==> src/rtl/lvds_sync_decoder.sv <==
// Receive-side framing for the aligned LVDS word stream: strips four-word sync
// headers (ones, zero, zero, code) and emits qualified pixels with line/frame framing.
//
// state | meaning
// IDLE  | waiting for SOF; pixel output disabled
// FRAME | inside a frame, between lines
// LINE  | inside a line; non-header words are valid pixels
module lvds_sync_decoder #(
    parameter int                    DATA_WIDTH = 10,
    parameter logic [DATA_WIDTH-1:0] SOF_CODE   = 10'h2AC,
    parameter logic [DATA_WIDTH-1:0] EOF_CODE   = 10'h2D8,
    parameter logic [DATA_WIDTH-1:0] SOL_CODE   = 10'h200,
    parameter logic [DATA_WIDTH-1:0] EOL_CODE   = 10'h274,
    parameter int                    CNT_WIDTH  = 12,
    parameter int                    MAX_PIXELS = 4095
) (
    input  logic                  clk,
    input  logic                  reset,
    input  logic                  enable,
    input  logic [DATA_WIDTH-1:0] tdata,
    output logic [DATA_WIDTH-1:0] pix_data,
    output logic                  pix_valid,
    output logic                  line_valid,
    output logic                  frame_valid,
    output logic                  frame_start,
    output logic                  line_done,
    output logic                  frame_done,
    output logic [CNT_WIDTH-1:0]  pix_count,
    output logic [CNT_WIDTH-1:0]  line_count,
    output logic                  sync_err
);

    typedef enum logic [1:0] {
        IDLE  = 2'd0,
        FRAME = 2'd1,
        LINE  = 2'd2
    } state_t;

    localparam logic [CNT_WIDTH-1:0] PIX_LAST = CNT_WIDTH'(MAX_PIXELS - 1);
    localparam logic [CNT_WIDTH-1:0] CNT_FULL = '1;

    state_t                state;
    logic [DATA_WIDTH-1:0] s [4];
    logic [1:0]            hdr_cnt;
    logic                  hdr;
    logic                  pix_ok;
    logic [DATA_WIDTH-1:0] code;

    always_comb begin
        hdr    = (s[3] == '1) && (s[2] == '0) && (s[1] == '0);
        code   = s[0];
        pix_ok = (state == LINE) && !hdr && (hdr_cnt == 2'd0);
    end

    always_ff @(posedge clk) begin
        if (reset) begin
            for (int i = 0; i < 4; i++) s[i] <= '0;
            hdr_cnt     <= 2'd0;
            state       <= IDLE;
            pix_data    <= '0;
            pix_valid   <= 1'b0;
            line_valid  <= 1'b0;
            frame_valid <= 1'b0;
            frame_start <= 1'b0;
            line_done   <= 1'b0;
            frame_done  <= 1'b0;
            sync_err    <= 1'b0;
            pix_count   <= '0;
            line_count  <= '0;
        end else begin
            s[0]     <= tdata;
            s[1]     <= s[0];
            s[2]     <= s[1];
            s[3]     <= s[2];
            pix_data <= s[3];

            // Suppress the header word and the three words behind it
            if (hdr)
                hdr_cnt <= 2'd3;
            else if (hdr_cnt != 2'd0)
                hdr_cnt <= hdr_cnt - 2'd1;

            frame_start <= 1'b0;
            line_done   <= 1'b0;
            frame_done  <= 1'b0;
            sync_err    <= 1'b0;
            pix_valid   <= 1'b0;

            if (!enable) begin
                state       <= IDLE;
                line_valid  <= 1'b0;
                frame_valid <= 1'b0;
                pix_count   <= '0;
                line_count  <= '0;
            end else begin
                pix_valid <= pix_ok;
                if (pix_ok) begin
                    pix_count <= pix_count + CNT_WIDTH'(1);
                    // Overlong line: abandon it without counting it
                    if (pix_count == PIX_LAST) begin
                        sync_err   <= 1'b1;
                        state      <= FRAME;
                        line_valid <= 1'b0;
                    end
                end

                if (hdr) begin
                    case (state)
                        IDLE: begin
                            if (code == SOF_CODE) begin
                                state       <= FRAME;
                                frame_valid <= 1'b1;
                                frame_start <= 1'b1;
                                line_count  <= '0;
                            end
                        end
                        FRAME: begin
                            if (code == SOL_CODE) begin
                                state      <= LINE;
                                line_valid <= 1'b1;
                                pix_count  <= '0;
                            end else if (code == EOF_CODE) begin
                                state       <= IDLE;
                                frame_valid <= 1'b0;
                                frame_done  <= 1'b1;
                            end else if (code == SOF_CODE) begin
                                sync_err    <= 1'b1;
                                frame_start <= 1'b1;
                                line_count  <= '0;
                            end else begin
                                sync_err <= 1'b1;
                            end
                        end
                        LINE: begin
                            if (code == EOL_CODE) begin
                                state      <= FRAME;
                                line_valid <= 1'b0;
                                line_done  <= 1'b1;
                                if (line_count != CNT_FULL)
                                    line_count <= line_count + CNT_WIDTH'(1);
                            end else if (code == SOL_CODE) begin
                                sync_err  <= 1'b1;
                                pix_count <= '0;
                            end else if (code == SOF_CODE) begin
                                sync_err    <= 1'b1;
                                state       <= FRAME;
                                line_valid  <= 1'b0;
                                frame_start <= 1'b1;
                                line_count  <= '0;
                            end else if (code == EOF_CODE) begin
                                sync_err    <= 1'b1;
                                state       <= IDLE;
                                line_valid  <= 1'b0;
                                frame_valid <= 1'b0;
                            end else begin
                                sync_err <= 1'b1;
                            end
                        end
                        default: state <= IDLE;
                    endcase
                end
            end
        end
    end

endmodule

==> config.mk <==
export PLATFORM = sky130hd
export DESIGN_NAME = lvds_sync_decoder
export DESIGN_NICKNAME = d
export VERILOG_FILES = /design/src/rtl/lvds_sync_decoder.sv
export SDC_FILE = /design/constraint.sdc
export NUM_CORES = 1
export LEC_CHECK = 0
export CELL_PAD_IN_SITES_DETAIL_PLACEMENT = 1
export CELL_PAD_IN_SITES_GLOBAL_PLACEMENT = 1
export CORE_ASPECT_RATIO = 1.1
export CORE_MARGIN = 5
export CORE_UTILIZATION = 44
export CTS_CLUSTER_DIAMETER = 50
export DETAILED_ROUTE_END_ITERATION = 8
export PLACE_DENSITY_LB_ADDON = 0.15
export SLEW_MARGIN = 20
export SYNTH_ARGS = -nofsm -noshare
export SYNTH_HDL_FRONTEND = slang
export SYNTH_SLANG_ARGS = --single-unit
==> constraint.sdc <==
create_clock -name clk -period 4.1 [get_ports clk]
set_input_delay 0.82 -clock clk [delete_from_list [all_inputs] [get_ports clk]]
set_output_delay 0.82 -clock clk [all_outputs]
set_load 0.1 [all_outputs]
Word level (Yosys, flattened, before mapping)
Memory sizes are Yosys's and may differ from the RTL's.
Index checks and enable logic that the tools add are counted.
- mux-type cells: 62
- reduce and logical (&&, ||, !) cells: 18
- bitwise gates (word level): 8
- $mul: 0
- shift operators: 0
- $add $sub $neg: 3
- magnitude comparators: 0
- eq/ne operators: 17
- div/mod/pow operators: 0
- operators by type and width (cell ; count):
    $mux 12 ; 10
    $eq 10x10->1 const B ; 5
    $mux 10 ; 4
    $pmux 12 s3 ; 1
    $mux 1 ; 30
    $add 12x1->12 const B ; 2
    $pmux 12 s2 ; 1
    $mux 2 ; 11
    $logic_not 10->1 ; 2
    $eq 12x12->1 const B ; 1
    $ne 12x12->1 const B ; 1
    $ne 2x2->1 const B ; 6
    $reduce_and 7->1 ; 1
    $ne 3x2->1 const B ; 2
    $pmux 1 s3 ; 2
    $pmux 2 s3 ; 1
    $reduce_and 6->1 ; 1
    $reduce_or 5->1 ; 1
    $logic_and 1x1->1 ; 4
    $logic_not 2->1 ; 2
    $not 1->1 ; 4
    $or 1x1->1 ; 4
    $pmux 1 s2 ; 2
    $reduce_bool 2->1 ; 2
    other kinds (8) ; 8
- ROM bits: 0
- output and inout port bits: 41
- memories: 1
- register bits: 45
- latch bits: 0
- memory bits (writable): 40
- word-level logic and storage cells: 121
- bits of input ports: 13
- memories (memory ; words ; bits a word ; rd ports ; clocked after Yosys merged registers in ; write ports ; RTL line ; source):
    s ; 4 ; 10 ; 4 ; 0 ; 4 ; 43 ; logic [DATA_WIDTH-1:0] s [4];

Logic depth before layout (Yosys ltp)
Gate-level depths: netlist of run 1.
- depth in word-level cells: 13
- gate-level depth with buffers: 10
- mapped depth without buffers: 7

Least setup slack after synthesis of run 1
No wires, ideal clock.
- path kind: reg-to-reg
- start: reg line_count[0]
- end: reg line_count[11]
- clock period less this slack: 2.755 ns
- path slack: 1.345 ns
- library setup time: 0.086 ns
- required time: 4.014 ns
- buffers on the path: 0
- arrival time: 2.668 ns
- stages on the path, launching flop included: 7
- cell sequence: dfxtp_1 > ha_1 > nand4_1 > or4_1 > a21oi_1 > o31ai_1 > a221oi_2
- word-level cells in the longest chain between the ends: 4
- elaborated cells on any way between the ends: 7
- those cells by class: 1 x add/sub; 2 x eq/ne; 3 x mux; 1 x reduce/logical
- RTL lines (what ; RTL line ; source):
    from (decl) ; 29 ; output logic [CNT_WIDTH-1:0] line_count,
    from (signal assigned) ; 140 ; line_count <= line_count + CNT_WIDTH'(1);
    $add 12x1->12 ; 140 ;
    $mux 12 ; 139 ; if (line_count != CNT_FULL)
    $mux 12 ; 135 ; if (code == EOL_CODE) begin
    $pmux 12 s3 ; 108 ; case (state)
Parallel ways exist; a longest one is shown, timed or not. The select of a mux whose other input is x is not followed.
A chain may end at the register's enable or synchronous reset.

Final worst setup path of run 1
- start: reg line_count[4]
- end: out line_count[4]
No word-level cell between the ends.

==> results of run 1 <==
worst max-delay path by stage:
| stage | to | slack [ns] | cells after the start |
|---|---|---|---|
| floorplan | line_count[11]$_SDFFE_PP0P_ | 1.35 | 6 |
| global placement | line_count[6]$_SDFFE_PP0P_ | 1.45 | 6 |
| global route | line_count[4] | 1.19 | 1 |
| CTS | line_count[4] | 1.23 | 1 |
| detailed placement | line_count[6]$_SDFFE_PP0P_ | 1.36 | 6 |
| finish | line_count[4] | 1.24 | 1 |
layout by cell type (no fill, tap or decap), drive strengths merged, types with 5 or more instances in the layout:
| cell type | instances |
|---|---|
| clkdlybuf4s50 | 52 |
| nor2 | 23 |
| nor3 | 7 |
| nor2b | 52 |
| o211ai | 6 |
| o21ai | 7 |
| a211oi | 6 |
| nand3 | 12 |
| inv | 18 |
| a21oi | 12 |
| nand4 | 13 |
| and3 | 10 |
| xnor2 | 8 |
| nor4b | 5 |
| dfxtp | 85 |
| a31oi | 7 |
| nor4 | 6 |
| nand2 | 16 |
| clkbuf | 11 |
| ha | 9 |
| and4 | 6 |
registers in the layout (all words and copies together), names as in the netlist:
| name | flops |
|---|---|
| sync_err | 1 |
| frame_valid | 1 |
| hdr_cnt | 2 |
| pix_count | 12 |
| frame_done | 1 |
| s | 40 |
| frame_start | 1 |
| pix_valid | 1 |
| pix_data | 10 |
| state | 2 |
| line_count | 12 |
| line_done | 1 |
| line_valid | 1 |
per-layer routing:
| layer | GRT usage [%] | vias up |
|---|---|---|
| met4 | 8.54 | 0 |
| met2 | 29.5 | 52 |
| met1 | 21.8 | 1341 |
| met5 | 0 | - |
| met3 | 3.11 | 15 |
| li1 | - | 1419 |
through the flow:
step,util (%),worst slack (ns),instances,power [uW]
global placement,52.6,1.45,513,980
CTS,54.9,1.23,529,1540
floorplan,-,1.35,367,954
global route,54.9,1.19,529,1580
detailed placement,52.6,1.36,513,986
finish,54.9,1.24,529,1520
power by group:
part / switching (uW) / internal, uW / total [uW]
registers: 14.1 / 848 / 862
clock network: 310 / 242 / 553
logic: 52.3 / 49.6 / 102
total: 377 / 1140 / 1520
final cells by class:
type / instances / area, sq um
fill: 912 / 3550
clock buffer: 11 / 141
timing repair buffer: 54 / 533
multi-input combinational: 250 / 1710
inverter: 16 / 60.1
clock inverter: 5 / 41.3
tap: 108 / 135
sequential: 85 / 1700
logic make-up (layout without fill, tap and decap cells):
group | Yosys count | count (layout) | synth area share (%)
XOR/XNOR | 11 | 11 | 2.72
multiplexers | 2 | 2 | 0.601
AO/OA/AOI/OAI | 62 | 62 | 12.6
AND/OR/NAND/NOR | 166 | 166 | 29.2
adder cells (fa/ha/maj) | 9 | 9 | 3.18
flip-flops | 85 | 85 | 48.1
buffers and inverters | 32 | 86 | 3.68
==> run metrics, run 1 <==
status completed; CP cell instances clkdlybuf4s50_1; Std-Cell Rows 34; top cell type's share of synthesized area around 48%; WHS Path Cells 1; antenna viol nets, final 0; # nets final 438; slowest cell delay on critical path 1.20 ns; most instantiated cells after synthesis 85 x dfxtp_1, 52 x nor2b_1, 23 x nor2_1; 1st-iter DRT viols 79; Critical Path Source Type register; FF-to-FF Start state[0]$_SDFF_PP0_; total congestion overflow 0; Arr. time, crit path about 2.0 ns; worst reg-to-reg setup slack between 1.5 and 2 ns; CP top delay family buffers and inverters; # DRC 0; DPL Wire Length between 6 and 7 mm; Final Cycle Share between 60% and 70%; Initial Utilization 45.0%; Clk pin slew, worst setup/hold paths 0.09 ns; # hold bufs at CTS 0; first-pass GRT wire length 14.1 mm; crit path kind register to primary output; via count of the first global-routing pass about 3000; design area roughly 4300 sq um; Synthesis Warnings 0; synth top area cells dfxtp_1 48%, nor2b_1 9.2%, ha_1 3.2%, nor2_1 2.4%, xnor2_1 2.0%; 1st-pass router iterations 4; Post-CTS Setup Inserts 0; Worst Setup SP line_count[4]$_SDFFE_PP0P_; sequential area share after synthesis about half; Final Hold Vio Count 0; top_reg_cell synth dfxtp_1; die height around 100 um; Async SR Flop Fraction 0%; WL/cell ~16 um; I/O pin cnt 54; top-count cell post-synth dfxtp_1; n_diodes 0; CP Max Fanout 8; area leader, netlist dfxtp_1; I/O Buffers 53; RSZ-0062 raised after global routing false; met2 WL 4.05 mm; WP data required between 3 and 4 ns; Synth Register Bits 85; Max Clock Skew 0.00974 ns; Routed WL roughly 8.3 mm; Avg Inst Size Synth 9.65 sq um; Max-Slew Margin vs Limit roughly 35%; endpoints failing setup 0; metal3 WL between 200 and 250 um; largest net degree at the start of global routing 54; share of layout cells above drive strength 1 7.60%; Max Transition Viols Final 0; syn nets between 300 and 400; Post-synth EDFFs 0; measured slew at the worst slew-check pin 0.979 ns; GRT Total Usage 17.8%; Clk Latency, worst-skew pair roughly 0.35 ns; Worst Hold Class register to register; fin crit period 2.86 ns; clk sinks 85; CTS Root Cell clkbuf_8; hold_ws 0.462 ns; Hold Startpoint s[3][7]$_SDFF_PP0_; Via-to-Cell Ratio 5.34; RD Place Congestion 0.857; highest layer used for signal routing met4; P_leak 0.00149 uW; PostCTS Resize Cnt 0; Cells after Synth approximately 370; setup TNS 0 ns; P&R area growth vs syn 22.0%; sink of the worst hold path pix_data[7]$_SDFF_PP0_; Die Area 9940 sq um; Power Dens Cells 351 nW/um^2; reg2reg end line_count[11]$_SDFFE_PP0P_; Core Box Area 7870 sq um; DIE WIDTH roughly 96 um; CTS buffer count 9; CP endpoint kind primary output; Slowest-stage cell, CP clkdlybuf4s50_1; Placed Area approximately 4100 sq um; Worst Reg2Reg Path Length in Cells 7; Vias 2827; wl on met1 between 3 and 4 mm; H-tree levels 3; Cell Area, Synth 3540 sq um; Distinct cells, synth 58; Max Root-Sink Buffers 2; Max Fclk 349 MHz; initial antenna violation count 0; Peak VDD IR roughly 0.00015 V; max cap viols 0; CP bufs+invs 1; CTS tree done
(Power assumes the default switching activity.)
==> run 2, diff against run 1 <==
--- a/config.mk
+++ b/config.mk
@@ -9,7 +9,7 @@
 export CELL_PAD_IN_SITES_GLOBAL_PLACEMENT = 1
 export CORE_ASPECT_RATIO = 1.1
 export CORE_MARGIN = 5
-export CORE_UTILIZATION = 44
+export CORE_UTILIZATION = 37
 export CTS_CLUSTER_DIAMETER = 50
 export DETAILED_ROUTE_END_ITERATION = 8
 export PLACE_DENSITY_LB_ADDON = 0.15
==> constraint.sdc (replaced) <==
create_clock -name clk -period 2.46 [get_ports clk]
set_input_delay 0.492 -clock clk [delete_from_list [all_inputs] [get_ports clk]]
set_output_delay 0.492 -clock clk [all_outputs]
set_load 0.1 [all_outputs]
==> run 2 against run 1 <==
Against the previous run:
- sequential power grew 67%
- combinational power grew 70%
- first-iteration DRC count grew 8.9%
- setup slack lost 1.0 ns
- non-clock buffer count grew 8
- global-route usage shrank 1.6 points
- largest power group unchanged
==> run metrics, run 2 (synthesis results as in run 1) <==
GRT Total Usage 16.1%; Core Box Area 9350 sq um; Cells after DPL 530; Initial Utilization between 30 and 40%; via count of the first global-routing pass 3105; Max Fclk 442 MHz; DPL Wire Length 6.41 mm; CP Max Fanout 5; Max Transition Viols Final 0; fin crit period 2.26 ns; DIE WIDTH 103 um; Routed WL approximately 8.6 mm; measured slew at the worst slew-check pin 0.635 ns; # DRC 0; Die Area about 12000 sq um; Critical Path Source Type register; first-pass GRT wire length 14.7 mm; total congestion overflow 0; antenna viol nets, final 0; Most flops, register s; Clk Latency, worst-skew pair 0.37 ns; I/O pin cnt 54; initial antenna violation count 0; # nets final 446; Power Dens Cells slightly below 600 nW/um^2; max reg flops 40; fin cells 546; endpoints failing setup 0; 1st-pass router iterations 4; largest net degree at the start of global routing 53; RD Place Congestion 0.899; CTS buffer count 9; CTS Root Cell clkbuf_8; Regs by FF count s x40, line_count x12, pix_count x12; Via-to-Cell Ratio ~5.3; Arr. time, crit path ~2.6 ns; Final Hold Vio Count 0; # hold bufs at CTS 0; status completed; Vias 2917; clk sinks 85; RSZ-0062 raised after global routing false; n_diodes 0; I/O Buffers 53; Max-Slew Margin vs Limit 57.3%; WL/cell 15.7 um; WP data required 2.74 ns; setup TNS 0 ns; crit path kind register to register; max cap viols 0; die height 113 um; CP endpoint kind register; Post-CTS Setup Inserts 0; Clk pin slew, worst setup/hold paths roughly 0.10 ns; P&R area growth vs syn 21.7%; 1st-iter DRT viols 86; CTS tree done; Std-Cell Rows 37; hold_ws 0.462 ns; Final Cycle Share 92.1%; fill cell count 1092; commonest non-fill, non-tap cell in the layout dfxtp_1; Max Clock Skew 0.0122 ns; Peak VDD IR about 0.00030 V; H-tree levels 3; Worst Hold Class register to register; share of layout cells above drive strength 1 between 20% and 30%; most frequent cells in the layout 74 x dfxtp_1, 52 x nor2b_1, 50 x buf_4, 23 x nor2_1; Max Root-Sink Buffers 2; P_leak 0.00163 uW
==> run 2: cell types whose count changed in the layout (fill, tap and decap cells not counted), sizes merged <==
cell,delta
inv,+2
buf,+49
clkinv,+2
clkbuf,-2
clkdlybuf4s50,-41
clkinvlp,-2
==> run 2: worst paths after layout <==
kind	startpoint	endpoint	slack (ns)	cells past startpoint
setup reg to reg	state[0]$_SDFF_PP0_	line_count[11]$_SDFFE_PP0P_	0.20	7
setup / recovery	state[0]$_SDFF_PP0_	line_count[11]$_SDFFE_PP0P_	0.20	7
hold / removal	s[3][7]$_SDFF_PP0_	pix_data[7]$_SDFF_PP0_	0.46	1
hold reg to reg	s[3][7]$_SDFF_PP0_	pix_data[7]$_SDFF_PP0_	0.46	1
==> run 2: final cells by class <==
cell class | instances | area, sq um | share of cell area [%]
clock buffers | 9 | 124 | 2.87
repair buffers | 62 | 490 | 11.4
inverters | 16 | 60.1 | 1.39
multi-input cells | 250 | 1720 | 39.8
well taps | 117 | 146 | 3.40
flip-flops and latches | 85 | 1720 | 39.8
clock inverters | 7 | 56.3 | 1.31
==> run 2: timing repair <==
item | 4_1_cts | 5_1_grt
endpoints found under the hold margin | 0 | 0
setup endpoints to repair | 0 | 9
resized for setup | 0 | 3
==> run 2: metrics by stage <==
| step | util (%) | power (uW) | instance area (sq um) | worst slack, ns |
|---|---|---|---|---|
| CTS | 46.0 | 2590 | 4300 | 0.0645 |
| finish | 46.1 | 2550 | 4310 | 0.195 |
| detailed placement | 44.0 | 1650 | 4120 | 0.108 |
| floorplan | - | 1590 | 3550 | 0.0917 |
| global route | 46.1 | 2680 | 4310 | 0.0467 |
| global placement | 44.0 | 1640 | 4120 | 0.222 |
==> run 2: critical path, stage by stage, from the launching register on <==
cell and delay [ns]:
dfxtp_2 0.38, inv_1 0.08, ha_1 0.21, or2_1 0.26, a41oi_2 0.27, nand4_2 0.19
or4_4 0.55, a221oi_2 0.23
==> run 2: power by group <==
part,leakage (uW),switching [uW],total (uW),internal (uW)
sequential,0.000696,23.5,1440,1410
clock,0.0000963,552,935,383
combinational,0.000837,88.9,173,84.3
total,0.00163,665,2550,1880
==> run 2: per-layer routing <==
layer	vias up	part of all wire, %	track usage [%]
met5	-	0	0
met1	1400	44	19.1
li1	1426	-	-
met2	65	49	27.0
met3	26	3.6	2.67
met4	0	3.8	9.07
==> variant 1, RTL diff (config.mk and constraints of run 2) <==
The parameter `CNT_WIDTH` goes from 12 to 14.
--- a/src/rtl/lvds_sync_decoder.sv
+++ b/src/rtl/lvds_sync_decoder.sv
@@ -12,5 +12,5 @@
     parameter logic [DATA_WIDTH-1:0] SOL_CODE   = 10'h200,
     parameter logic [DATA_WIDTH-1:0] EOL_CODE   = 10'h274,
-    parameter int                    CNT_WIDTH  = 12,
+    parameter int                    CNT_WIDTH  = 14,
     parameter int                    MAX_PIXELS = 4095
 ) (
Ports: changed (resized line_count and pix_count); port bits go from 54 to 58. No check against the original RTL was run, so the function may have changed too.
==> variant 1 against run 2 <==
First-iteration DRC count rose by 69%; highest routed layer unchanged; final area rose by 6.1%; worst setup slack worse by 40 ps; synthesized cell count grew 7.4%; maximum frequency down 1.7%; final cell count is 7.0% higher; routed wire length up 11%; clock power grew 9%; sequential share of layout area down 0.69 points; area after synthesis is 5.0% higher; power grew 5.9%; sequential cell count is 4 higher.
==> variant 1: results <==
{
  "status": "complete, no violations",
  "fin_nets": 482,
  "reg_top3": "s: 40 flops, line_count: 14 flops, pix_count: 14 flops",
  "track_usage_pct": 16.3,
  "globalplace.congestion": 0.910,
  "grt_pass1_vias": 3198,
  "yosys-top-cells-count": "89 x dfxtp_1, 53 x nor2b_1, 29 x nor2_1, 21 x inv_1, 14 x nand3_1",
  "vias_per_cell": 5.38,
  "place_hpwl_um": 7120,
  "drive_gt1_share_pct": 19.6,
  "skew_ps": 11.3,
  "reg2reg_to": "frame_start",
  "grt_pass1_wl_um": 15800,
  "crit_fanout": 3,
  "dpl-instance-area_um2": 4360,
  "io_buffers": 57,
  "hold_ws_ps": 469,
  "r2r_cells": 6,
  "synth_nets": 416,
  "tightest_slew_ps": 695,
  "synthTopCellsByArea": "dfxtp_1 48%, nor2b_1 8.9%, ha_1 3.0%",
  "hold_start": "s[3][4]",
  "whs_endpoint": "pix_data[4]",
  "synth_cell_types": 54,
  "worstReg2RegStart": "s[1][6]",
  "p_leak_nw": 1.77,
  "wire_per_inst_um": 16.4,
  "slowest_stage": "a2111oi_0",
  "yosysSeqAreaShare_pct": 47.9,
  "peakVddDrop_uv": 297,
  "critPathTopFamily": "simple AND/OR/NAND/NOR gates"
}
variant 1: cell types whose count changed after synthesis, sizes merged, moves of 4 or more:
| cell | before | now |
|---|---|---|
| inv | 16 | 21 |
| and4 | 6 | 2 |
| xor2 | 3 | 11 |
| o211ai | 6 | 11 |
| xnor2 | 8 | 3 |
| o2111ai | 1 | 5 |
| nor2 | 23 | 29 |
| dfxtp | 85 | 89 |
| and2 | 2 | 6 |
| a31oi | 7 | 11 |
| nand2 | 16 | 11 |
variant 1: final cells by class:
| class | instances | area, µm² | area share [%] |
|---|---|---|---|
| Multi-Input combinational cell | 268 | 1800 | 39.4 |
| Sequential cell | 89 | 1790 | 39.1 |
| Timing Repair Buffer | 71 | 558 | 12.2 |
| Tap cell | 120 | 150 | 3.28 |
| Clock buffer | 9 | 124 | 2.71 |
| Inverter | 21 | 78.8 | 1.72 |
| Clock inverter | 6 | 72.6 | 1.59 |
variant 1: metal layers:
metal / routed length [µm] / global-route usage [%] / up-vias
met1: 4300 / 20.0 / 1545
met3: 325 / 3.65 / 10
met4: 124 / 6.56 / 0
met2: 4810 / 28.0 / 62
met5: 0 / 0 / -
li1: - / - / 1526
variant 1: power by group through the flow:
stage,logic [mW],registers [mW],clock network [mW]
final,0.171,1.50,1.02
after global routing,0.192,1.51,1.12
after CTS,0.174,1.50,1.05
after detailed placement,0.173,1.54,0
after global placement,0.169,1.53,0
after floorplan,0.113,1.54,0
variant 1: metrics by stage:
stage	worst slack, ps	std cells
global placement	69.2	569
floorplan	8.48	394
global route	15.5	584
CTS	170	584
finish	156	584
detailed placement	215	569
variant 1: worst register-to-register path, cell delays in order (launching register included):
cell and delay (ps):
dfxtp_1 320, nor4b_1 480, nand4_1 300, nor2_1 210, nand2_1 100, a2111oi_0 630, buf_4 220
variant 1: how the worst max path moves through the flow:
stage	endpoint	cells after the start	slack [ps]
final	frame_start	6	160
after global routing	frame_start	6	20
after CTS	frame_start	6	170
after detailed placement	frame_start	5	220
after global placement	frame_start	5	70
after floorplan	line_count[4]	6	8
variant 1: logic make-up (layout without fill, tap and decap cells):
logic type | Yosys count | after routing | share of synthesized area, %
multiplexers | 1 | 1 | 0.303
AND/OR/NAND/NOR | 174 | 174 | 28.3
XOR/XNOR | 14 | 14 | 3.30
AO/OA/AOI/OAI | 70 | 70 | 13.2
adder cells (fa/ha/maj) | 9 | 9 | 3.03
buffers and inverters | 37 | 107 | 3.94
flip-flops | 89 | 89 | 47.9
==> variant 2, RTL diff (settings of run 2) <==
Made on the original files. `pix_data` no longer has a reset.
--- a/src/rtl/lvds_sync_decoder.sv
+++ b/src/rtl/lvds_sync_decoder.sv
@@ -58,5 +58,4 @@
             hdr_cnt     <= 2'd0;
             state       <= IDLE;
-            pix_data    <= '0;
             pix_valid   <= 1'b0;
             line_valid  <= 1'b0;
@@ -73,5 +72,4 @@
             s[2]     <= s[1];
             s[3]     <= s[2];
-            pix_data <= s[3];
 
             // Suppress the header word and the three words behind it
@@ -164,4 +162,8 @@
     end
 
+    always_ff @(posedge clk) begin
+        pix_data <= s[3];
+    end
+
 endmodule
 
Behaviour: no difference found for any inputs over 4 cycles, from zero or initial values and one cycle with reset high; that may be too few to reach the edited logic, so the function may still have changed.
==> variant 2 against run 2 <==
Area after synthesis shrank 6.4%; final area down 1.3%; clock power up 14%; clock skew down 1.5 ps; worst setup slack lost 140 ps; power rose by 5.2%; maximum frequency shrank 5.9%; sequential cell count did not move; critical endpoint is now frame_valid; final cell count fell by 3.1%; routed wire length fell by 1.9%; non-clock buffer count is 9 higher.
==> variant 2: results <==
{
  "holdPathStages": 0,
  "yosysSeqAreaShare_pct": 51.3,
  "hold_start": "s[3][8]",
  "fin_nets": 432,
  "r2r_cells": 5,
  "peakVddDrop_uv": 303,
  "status": "complete, no violations",
  "worstReg2RegStart": "s[2][5]",
  "track_usage_pct": 16.2,
  "drive_gt1_share_pct": 22.7,
  "p_leak_nw": 1.61,
  "wire_per_inst_um": 15.9,
  "whs_endpoint": "pix_data[8]",
  "reg2reg_to": "frame_valid",
  "cp_slowest_stage_delay_ps": 520,
  "grt_pass1_vias": 2850,
  "synth_nets": 364,
  "r2r_slack_ps": 50,
  "place_hpwl_um": 6140,
  "first_iter_violations": 71,
  "dpl-instance-area_um2": 3970,
  "synth_cell_types": 51,
  "tightest_slew_ps": 655,
  "clkLatencyLatePin_ps": 370,
  "vias": 2718,
  "globalplace.congestion": 0.783,
  "crit_fanout": 3,
  "grt_pass1_wl_um": 13900,
  "grt_max_degree": 43,
  "skew_ps": 10.8,
  "fillers": 1017
}
-- variant 2: cell types whose count changed after synthesis, sizes merged, moves of 4 or more --
cell / delta
nor2b: -10
nand4: -7
xnor2: -7
a211oi: -5
a31oi: +5
buf: -5
inv: -5
or4: +5
a22oi: +4
and3: -4
nor2: -4
o31ai: +4
xor2: +4
-- variant 2: timing repair --
item	CTS	global route
pin swaps	0	7
endpoints found under the setup margin	5	10
resized for setup	2	15
-- variant 2: area by class of cell --
cell class / instances / share of cell area [%]
Timing Repair Buffer: 71 / 13.4
Multi-Input combinational cell: 232 / 37.2
Clock inverter: 6 / 1.79
Inverter: 11 / 0.971
Clock buffer: 10 / 3.24
Tap cell: 114 / 3.35
Sequential cell: 85 / 40.1
-- variant 2: worst max-delay path by stage --
stage	from	endpoint	slack, ps
after floorplan	line_count[0]	line_count[6]	50
after global placement	s[2][1]	frame_valid	70
after detailed placement	s[2][1]	frame_valid	-2
after CTS	s[2][1]	frame_valid	7
after global routing	s[2][5]	line_count[5]	-10
final	s[2][5]	frame_valid	50
-- variant 2: per-stage QoR --
step                util (%)  power (mW)  hold slack [ps]  cells  worst slack [ps]
floorplan                  -        1.59              323    342              45.9
global placement        44.9        1.64              335    513              72.7
detailed placement      44.9        1.64              339    513             -1.57
CTS                     47.4        2.71              357    529              6.86
global route            48.2        2.80              367    529             -14.2
finish                  48.2        2.68              355    529              53.2
-- variant 2: where the power goes --
part | switching (mW) | internal [mW] | leakage (nW) | total (mW)
Sequential | 0.0195 | 1.41 | 0.692 | 1.43
Clock | 0.551 | 0.515 | 0.109 | 1.07
Combinational | 0.0898 | 0.0886 | 0.806 | 0.178
Total | 0.661 | 2.02 | 1.61 | 2.68
-- variant 2: routing by layer --
metal,up-vias,routed length (µm),global-route usage (%)
met5,-,0,0
met4,0,125,5.58
met3,11,348,4.48
met2,51,4050,27.5
met1,1280,3910,19.7
li1,1376,-,-
-- variant 2: cell families (layout without fill, tap and decap cells) --
family	after synthesis	after routing	share of synthesized area, %
DFF	85	85	51.3
buffers and inverters	25	98	2.91
adders and majority gates	9	9	3.40
muxes	2	2	0.642
AOI/OAI and AO/OA	67	67	14.0
and+or+nand+nor	146	146	25.6
xor gates and xnor gates	8	8	2.11
